File: src/rtl/atb_source_if.sv
`timescale 1ns/1ps
// atb_source_if: ATB link between a trace source (master) and sink (slave).
//   atvalid/atready     transfer handshake
//   atdata/atbytes/atid payload (atbytes = valid bytes - 1)
//   afvalid/afready     flush request (sink) / acknowledge (source)
//   syncreq             sync request from the sink
interface atb_source_if;
  logic        atvalid;
  logic        atready;
  logic [31:0] atdata;
  logic [2:0]  atbytes;
  logic [6:0]  atid;
  logic        afvalid;
  logic        afready;
  logic        syncreq;

  modport master (
    output atvalid, atdata, atbytes, atid, afready,
    input  atready, afvalid, syncreq
  );

  modport slave (
    input  atvalid, atdata, atbytes, atid, afready,
    output atready, afvalid, syncreq
  );
endinterface

File: src/rtl/atb_source.sv
`timescale 1ns/1ps
// atb_source: ATB trace source. Buffers words from a local trace generator
// and drives them onto the ATB link, honouring back-pressure, flush and sync.
//   atclk/atresetn/atclken  clock, async active-low reset, clock enable
//   in_valid/in_ready       generator push handshake (in_ready = !full)
//   in_data/in_bytes        trace word and valid bytes - 1
//   atid_cfg                trace source ID to transmit with
//   atb (master)            ATB transfer, flush and syncreq signals
//   sync_pulse              one-cycle sync request towards the generator
//   atwakeup                source holds or is offered data
//   drop_cnt                saturating count of words dropped for a reserved ID
module atb_source #(
  parameter int DEPTH  = 4,
  parameter int DROP_W = 16
) (
  input  logic              atclk,
  input  logic              atresetn,
  input  logic              atclken,
  input  logic              in_valid,
  output logic              in_ready,
  input  logic [31:0]       in_data,
  input  logic [2:0]        in_bytes,
  input  logic [6:0]        atid_cfg,
  atb_source_if.master      atb,
  output logic              sync_pulse,
  output logic              atwakeup,
  output logic [DROP_W-1:0] drop_cnt
);

  localparam int AW = $clog2(DEPTH);
  localparam int CW = AW + 1;
  localparam logic [CW-1:0] FULL_CNT = CW'(DEPTH);

  typedef struct packed {
    logic [31:0] data;
    logic [2:0]  bytes;
  } entry_t;

  typedef enum logic [1:0] {S_IDLE, S_DRAIN, S_ACK, S_WAIT} fl_state_t;

  function automatic logic reserved(input logic [6:0] id);
    return (id == 7'h00) || (id >= 7'h70 && id <= 7'h7C) || (id >= 7'h7E);
  endfunction

  entry_t          mem [DEPTH];
  logic [AW-1:0]   wptr, rptr;
  logic [CW-1:0]   count;
  logic [6:0]      id_q;
  logic            empty, id_ok, valid, stall;
  logic            push, pop, drop;
  entry_t          head;

  fl_state_t       st_q, st_d;
  logic [CW-1:0]   fl_q, fl_d;

  assign empty    = (count == '0);
  assign in_ready = (count != FULL_CNT);
  assign id_ok    = !reserved(id_q);
  assign valid    = !empty && id_ok;
  assign stall    = valid && !atb.atready;
  assign head     = mem[rptr];

  // A pop either hands the head to the sink or discards it because the
  // current ID must never appear on the bus.
  assign push = atclken && in_valid && in_ready;
  assign drop = atclken && !empty && !id_ok;
  assign pop  = (atclken && valid && atb.atready) || drop;

  assign atb.atvalid = valid;
  assign atb.atdata  = valid ? head.data  : 32'h0;
  assign atb.atbytes = valid ? head.bytes : 3'h0;
  assign atb.atid    = id_q;

  // Storage needs no reset: nothing is read unless count says it is valid.
  always_ff @(posedge atclk) begin
    if (push) mem[wptr] <= '{data: in_data, bytes: in_bytes};
  end

  always_ff @(posedge atclk or negedge atresetn) begin
    if (!atresetn) begin
      wptr  <= '0;
      rptr  <= '0;
      count <= '0;
    end else begin
      if (push) wptr <= wptr + 1'b1;
      if (pop)  rptr <= rptr + 1'b1;
      case ({push, pop})
        2'b10:   count <= count + 1'b1;
        2'b01:   count <= count - 1'b1;
        default: count <= count;
      endcase
    end
  end

  // ID is frozen while a transfer is stalled so the sink sees a stable beat.
  always_ff @(posedge atclk or negedge atresetn) begin
    if (!atresetn)               id_q <= '0;
    else if (atclken && !stall)  id_q <= atid_cfg;
  end

  always_ff @(posedge atclk or negedge atresetn) begin
    if (!atresetn) begin
      drop_cnt   <= '0;
      sync_pulse <= 1'b0;
      atwakeup   <= 1'b0;
    end else if (atclken) begin
      if (drop && drop_cnt != {DROP_W{1'b1}}) drop_cnt <= drop_cnt + 1'b1;
      sync_pulse <= atb.syncreq;
      atwakeup   <= !empty || in_valid;
    end
  end

  // Flush FSM: state register
  always_ff @(posedge atclk or negedge atresetn) begin
    if (!atresetn) begin
      st_q <= S_IDLE;
      fl_q <= '0;
    end else if (atclken) begin
      st_q <= st_d;
      fl_q <= fl_d;
    end
  end

  // Flush FSM: next state. The snapshot excludes a word leaving on the
  // request edge itself, so that pop is never waited for a second time.
  // Words pushed after the request are never counted.
  always_comb begin
    st_d = st_q;
    fl_d = fl_q;
    case (st_q)
      S_IDLE: begin
        if (atb.afvalid) begin
          fl_d = count - {{(CW-1){1'b0}}, pop};
          st_d = S_DRAIN;
        end
      end
      S_DRAIN: begin
        if (fl_q == '0) begin
          st_d = S_ACK;
        end else if (pop) begin
          fl_d = fl_q - 1'b1;
          if (fl_q == {{(CW-1){1'b0}}, 1'b1}) st_d = S_ACK;
        end
      end
      S_ACK:   st_d = S_WAIT;
      S_WAIT:  if (!atb.afvalid) st_d = S_IDLE;
      default: st_d = S_IDLE;
    endcase
  end

  // Flush FSM: outputs
  always_comb begin
    atb.afready = (st_q == S_ACK);
  end

endmodule
File: src/flat_wrapper.sv
// flat-port wrapper written by rule: the top's interface ports become plain ports
module atb_source_flat 
#(
  parameter int DEPTH  = 4,
  parameter int DROP_W = 16
)
  (atclk, atresetn, atclken, in_valid, in_ready, in_data, in_bytes, atid_cfg, sync_pulse, atwakeup, drop_cnt, atb_atvalid, atb_atdata, atb_atbytes, atb_atid, atb_afready, atb_atready, atb_afvalid, atb_syncreq);
  atb_source_if atb_i ();
  input  logic atclk;
  input  logic atresetn;
  input  logic atclken;
  input  logic in_valid;
  output logic in_ready;
  input  logic [31:0] in_data;
  input  logic [2:0] in_bytes;
  input  logic [6:0] atid_cfg;
  output logic sync_pulse;
  output logic atwakeup;
  output logic [DROP_W-1:0] drop_cnt;
  output wire logic [$bits(atb_i.atvalid)-1:0] atb_atvalid;
  output wire logic [$bits(atb_i.atdata)-1:0] atb_atdata;
  output wire logic [$bits(atb_i.atbytes)-1:0] atb_atbytes;
  output wire logic [$bits(atb_i.atid)-1:0] atb_atid;
  output wire logic [$bits(atb_i.afready)-1:0] atb_afready;
  input wire logic [$bits(atb_i.atready)-1:0] atb_atready;
  input wire logic [$bits(atb_i.afvalid)-1:0] atb_afvalid;
  input wire logic [$bits(atb_i.syncreq)-1:0] atb_syncreq;
  assign atb_atvalid = atb_i.atvalid;
  assign atb_atdata = atb_i.atdata;
  assign atb_atbytes = atb_i.atbytes;
  assign atb_atid = atb_i.atid;
  assign atb_afready = atb_i.afready;
  assign atb_i.atready = atb_atready;
  assign atb_i.afvalid = atb_afvalid;
  assign atb_i.syncreq = atb_syncreq;
  atb_source #(.DEPTH(DEPTH), .DROP_W(DROP_W)) u_core (.atclk(atclk), .atresetn(atresetn), .atclken(atclken), .in_valid(in_valid), .in_ready(in_ready), .in_data(in_data), .in_bytes(in_bytes), .atid_cfg(atid_cfg), .atb(atb_i), .sync_pulse(sync_pulse), .atwakeup(atwakeup), .drop_cnt(drop_cnt));
endmodule
File: config.mk
export PLATFORM = sky130hd
export DESIGN_NAME = atb_source_flat
export DESIGN_NICKNAME = d
export VERILOG_FILES = /design/src/rtl/atb_source_if.sv /design/src/rtl/atb_source.sv /design/src/flat_wrapper.sv
export SDC_FILE = /design/constraint.sdc
export NUM_CORES = 1
export LEC_CHECK = 0
export ABC_AREA = 1
export CAP_MARGIN = 20
export CORE_MARGIN = 5
export CORE_UTILIZATION = 55
export DETAILED_ROUTE_END_ITERATION = 16
export DONT_BUFFER_PORTS = 1
export GPL_TIMING_DRIVEN = 1
export PLACE_DENSITY = 0.81
export SETUP_SLACK_MARGIN = 0.1
export SYNTH_ARGS = -nofsm -noshare
export SYNTH_HDL_FRONTEND = slang
export SYNTH_SLANG_ARGS = --single-unit
export TNS_END_PERCENT = 100
File: constraint.sdc
create_clock -name atclk -period 2.55 [get_ports atclk]
set_input_delay 0.51 -clock atclk [delete_from_list [all_inputs] [get_ports atclk]]
set_output_delay 0.51 -clock atclk [all_outputs]
set_load 0.1 [all_outputs]
# ---- Word-level counts from Yosys, hierarchy flattened
# Memories as Yosys holds them, arrays and structs flattened.
# Index checks and enable logic that the tools add are counted.
# W data, S select, Z words.
dict set report totals {
  ff_bits 37
  latchBits 0
  ramBits 140
  romBits 0
  wordCells 77
  mem_count 1
}
# name words width read_ports rd_clocked_by_memory_dff write_ports line
set mem_list {}
lappend mem_list {u_core.mem 4 35 1 0 1 atb_source.sv:45} ;# entry_t mem [DEPTH];
dict set report op_classes {
  addsub 7
  multipliers 0
  div 0
  n_lt_le_gt_ge 3
  n_eq_ne 14
  n_shift 0
  mux 15
  bitwise 0
  reduce_logical 28
}
# cell count
set ops {}
lappend ops {{$mux W32} 1}
lappend ops {{$add A16 B1 Y16 const B} 1}
lappend ops {{$ne A16 B16 Y1 const B} 1}
lappend ops {{$ge A7 B7 Y1 const B} 2}
lappend ops {{$mux W3} 4}
lappend ops {{$pmux W3 S2} 2}
lappend ops {{$logic_and A1 B1 Y1} 11}
lappend ops {{$mux W2} 5}
lappend ops {{$reduce_and A5 Y1} 2}
lappend ops {{$pmux W2 S4} 1}
lappend ops {{$le A7 B7 Y1 const B} 1}
lappend ops {{$logic_not A7 Y1} 1}
lappend ops {{$eq A2 B2 Y1 const B} 3}
lappend ops {{$logic_not A3 Y1} 2}
lappend ops {{$ne A2 B2 Y1 const B} 3}
lappend ops {{$ne A3 B1 Y1 const B} 2}
lappend ops {{$sub A3 B1 Y3 const B} 2}
lappend ops {{$add A2 B1 Y2 const B} 2}
lappend ops {{$eq A2 B1 Y1 const B} 2}
lappend ops {{$logic_not A1 Y1} 4}
lappend ops {{$logic_or A1 B1 Y1} 4}
lappend ops {{$reduce_bool A2 Y1} 2}
lappend ops {{$add A3 B1 Y3 const B} 1}
lappend ops {{$eq A3 B1 Y1 const B} 1}
lappend ops {{other kinds (6)} 7}

# ---- Logic depth before layout (Yosys ltp)
dict set report logic_depth {
  word_depth 12
  mapped_depth 15
  mapped_depth_nobuf 15
}

# ---- Worst setup path after synthesis
# OpenSTA, ideal clock, no wires.
dict set report synth_timing {
  kind {reg2out}
  from {register u_core.id_q[2], in the netlist u_core.atb.atid[2]}
  to {output port atb_atdata[10]}
  t_arrival_ns 3.197
  required_time_ns 2.040
  path_slack_ns -1.157
  stages_incl_launch_ff 10
  n_path_buf 1
  cell_sequence {dfrtp_1 > nand2_1 > inv_2 > nand2_1 > nand2_1 > nand2_1 > nand2_2 > nand2_4 > clkbuf_1 > a21oi_1}
}
dict set report synth_via {
  elab_chain_cells 7
}
# item line
set synth_lines {}
lappend synth_lines {{start, declared} atb_source.sv:48} ;# logic [6:0] id_q;
lappend synth_lines {{start signal, assigned} atb_source.sv:98} ;# else if (atclken && !stall) id_q <= atid_cfg;
lappend synth_lines {{$ge A7 B7 Y1 / $le A7 B7 Y1 (equally long branches)} atb_source.sv:42} ;# return (id == 7'h00) || (id >= 7'h70 && id <= 7'h7C) || (id >= 7'h7E);
lappend synth_lines {{$logic_and A1 B1 Y1} atb_source.sv:42}
lappend synth_lines {{$logic_or A1 B1 Y1} atb_source.sv:42}
lappend synth_lines {{$logic_or A1 B1 Y1 (*)} atb_source.sv:42}
lappend synth_lines {{$logic_not A1 Y1 (*)} atb_source.sv:58} ;# assign id_ok = !reserved(id_q);
lappend synth_lines {{$logic_and A1 B1 Y1 (*)} atb_source.sv:59} ;# assign valid = !empty && id_ok;
lappend synth_lines {{$mux W32 (*)} atb_source.sv:70} ;# assign atb.atdata = valid ? head.data : 32'h0;
lappend synth_lines {{end, declared} flat_wrapper.sv:21} ;# output wire logic [$bits(atb_i.atdata)-1:0] atb_atdata;
# Every way passes the cells marked *; elsewhere a longest branch is shown, timed or not.

# ---- Worst setup path after layout
dict set report layout_timing {
  from {register u_core.id_q[1], in the netlist u_core.atb.atid[1]}
  to {output port atb_atbytes[2]}
}
dict set report layout_via {
  elab_chain_cells 7
}
# item line
set layout_lines {}
lappend layout_lines {{$ge A7 B7 Y1 / $le A7 B7 Y1 (equally long branches)} atb_source.sv:42}
lappend layout_lines {{$logic_and A1 B1 Y1} atb_source.sv:42}
lappend layout_lines {{$logic_or A1 B1 Y1} atb_source.sv:42}
lappend layout_lines {{$logic_or A1 B1 Y1 (*)} atb_source.sv:42}
lappend layout_lines {{$logic_not A1 Y1 (*)} atb_source.sv:58}
lappend layout_lines {{$logic_and A1 B1 Y1 (*)} atb_source.sv:59}
lappend layout_lines {{$mux W3 (*)} atb_source.sv:71} ;# assign atb.atbytes = valid ? head.bytes : 3'h0;
lappend layout_lines {{end, declared} flat_wrapper.sv:22} ;# output wire logic [$bits(atb_i.atbytes)-1:0] atb_atbytes;
# Marked as above.

==> impl_results.md <==
* Critical path arrival at 1980 ps
* CTS tree: done
* Final ANT Viol Nets at 0
* Grt total ovfl at 0
* Longest Clk Path Bufs at 2
* Clock Root Buffer: clkbuf_16
* Drt first-iter violations at 496
* Clock sink count at 177
* FILL cells at 861
* Cell Chain, Critical Path: nor2_1 -> nand2_1 -> nand2_1 -> nand2_2 -> nand2_4 -> nand2_8 -> buf_12 -> a21oi_4 -> buf_12
* First-pass GRT wire length at 28210 um
* Clk pin slew, worst setup/hold paths at 60 ps
* Via count at 5245
* Floorplan row count at 43
* Post-Route Skew at 9.142 ps
* Fmax at 401.7 MHz
* Crit start category: register
* IO Pins at 112
* Finished Layout Cells at 952
* Syn avg cell area at 11.08 um^2
* CP max FO at 7
* PortBufs at 0
* Finished Core Util at 73.44%
* Commonest non-fill, non-tap cell in the layout: nor2_1
* Initial core utilization at 55.39%
* Synth cell types at 34
* CTS Buf Count at 17
* Die Wd at 127.6 um
* Post-Syn Instances at 686
* Largest net degree at the start of global routing at 49
* Per-cell routed wire length at 18.59 um
* Maxcap violations at 0
* Final setup violating endpoints at 0
* Syn_nets at 751
* Slew headroom at 39.27%
* EDFF count, synth at 140
* Setup ws final at 60.58 ps
* HPWL Detailed at 11520 um
* Status: completed
* Hold WC Path Type: input pin to register
* Tightest Pin Transition at 910.9 ps
* Pre-CTS WS at 244.7 ps
* Slowest-stage cell, CP: dfrtp_4
* First-pass iteration count of the detailed router at 5
* Vias/cell at 5.509
* Number of synthesized register bits at 177
* Synthesized area at 7600 um^2
* DP Cell Count at 913
* Final hold vios at 0
* Crit. End Element: primary output
* Crit Path Category: register to primary output
* Die Y at 127.6 um
* Top_reg_cell synth: edfxtp_1
* Most frequent cells in the layout: nor2_1, edfxtp_1, nand2_1
* Max-slew violations at 0
* Initial antenna violation count at 0
* Layout overhead on the synthesized area at 32.58%
* Post-Route WL at 17700 um
* Die area at 16270 um^2
* Layout cells sized above 1 at 25.39%
* Fin crit period at 2489 ps
* # DRC at 0
* Vias in the first global route at 5500
* Sequential area share after synthesis at 67.50%
* Crit share post-route at 97.62%
* Number of warning messages in the yosys log at 0
* Global Route Usage Sum at 22.70%
* RePlAce Congestion at 0.8783
* Post-synth ARST share at 20.90%
* Crit path largest cell delay at 480 ps
* Unrepaired setup endpoints after global routing: yes
* Worst EP required at 2040 ps
* Later-pin clock latency in the skew report at 420 ps
* Antenna fix cells at 0
* H-tree levels at 4
* Nets@finish at 825
* Core ar. at 13720 um^2
-- logic make-up (layout without fill, tap and decap cells) --
family,count (synthesis),in the layout,synth area share [%]
and+or+nand+nor,283,283,15.64
DFF,177,177,67.50
AOI/OAI and AO/OA,120,120,8.018
buffers and inverters,70,156,3.754
xor gates and xnor gates,18,18,2.074
adders and majority gates,16,16,2.733
muxes,2,2,0.2799
-- worst max-delay path, delay by kind of cell (launching register included) --
kind                   cells  cell delay (ps)
AOI/OAI and AO/OA          1              170
buffers and inverters      2              390
DFF                        1              480
and+or+nand+nor            6              500
-- synth_stat cells (2+ instances only) --
cell type	n	area share [%]
ha_1	15	2.5
a21oi_1	40	2.6
xnor2_1	5	0.58
o21ai_0	61	4.0
inv_2	9	0.44
nor2_1	161	8.0
nand2_2	4	0.33
o21ai_1	16	1.1
nand2_1	74	3.7
nand3b_1	2	0.20
inv_1	32	1.6
edfxtp_1	140	55
nand4_1	3	0.25
buf_6	2	0.30
xor2_1	13	1.5
nand3_1	22	1.4
buf_2	6	0.40
buf_1	2	0.099
nor2_2	3	0.25
dfrtp_1	37	12
clkbuf_1	19	0.94
nor4_1	2	0.16
nor3_1	4	0.26
nand3_2	2	0.26
nand2_4	2	0.30
o21ai_2	2	0.23
-- sequential cells by signal (all words and copies together) (netlist names), 2 cells and up --
signal and flops:
u_core.wptr 2, u_core.drop_cnt 16, u_core.mem 140, u_core.atb.atid 7
u_core.fl_q 3, u_core.count 3, u_core.st_q 2, u_core.rptr 2
-- layout make-up --
type	count	area, um^2	area share [%]
flip-flops and latches	177	5152	51.14
multi-input cells	439	2654	26.34
repair buffers	84	1267	12.58
clock buffers	17	425.4	4.222
well taps	180	225.2	2.235
clock inverters	14	190.2	1.887
inverters	41	161.4	1.602
-- final timing paths --
check	from	end	slack [ps]	cells past startpoint
hold reg to reg	u_core.fl_q[1]	u_core.fl_q[1]	490	2
setup / recovery	u_core.atb.atid[1]	atb_atbytes[2]	60	9
min in group asynchronous	atresetn	u_core.drop_cnt[3]	530	2
hold / removal	in_data[23]	u_core.mem[3][26]	180	0
setup reg to reg	u_core.atb.atid[2]	u_core.count[2]	340	15
max in group asynchronous	atresetn	u_core.atb.atid[0]	1780	2
-- what timing repair did --
| item | 4_1_cts | 5_1_grt |
|---|---|---|
| hold buffers | 2 | 0 |
| buffers inserted | 2 | 1 |
| gates resized for setup | 20 | 14 |
| endpoints found under the hold margin | 37 | 0 |
| cloned | 3 | 0 |
| setup endpoints to repair | 36 | 37 |
| pin swaps | 3 | 2 |
-- routing by layer --
metal	GRT usage, %	wire length (um)
met5	0	0
met4	6.562	229
met3	7.525	1390
met2	39.76	9293
met1	26.70	6785
-- stage by stage --
step	cell area, um^2	hold WS (ps)	TNS [ps]
after detailed placement	9204	215.5	0
after floorplan	8036	214.4	0
after global placement	9204	215.6	0
after CTS	10040	162.5	0
after global routing	10080	153.8	-107.9
final	10080	179.2	0
Power is not shown: default switching activity piles up to over one toggle a cycle in this logic, so the estimate is an artifact.
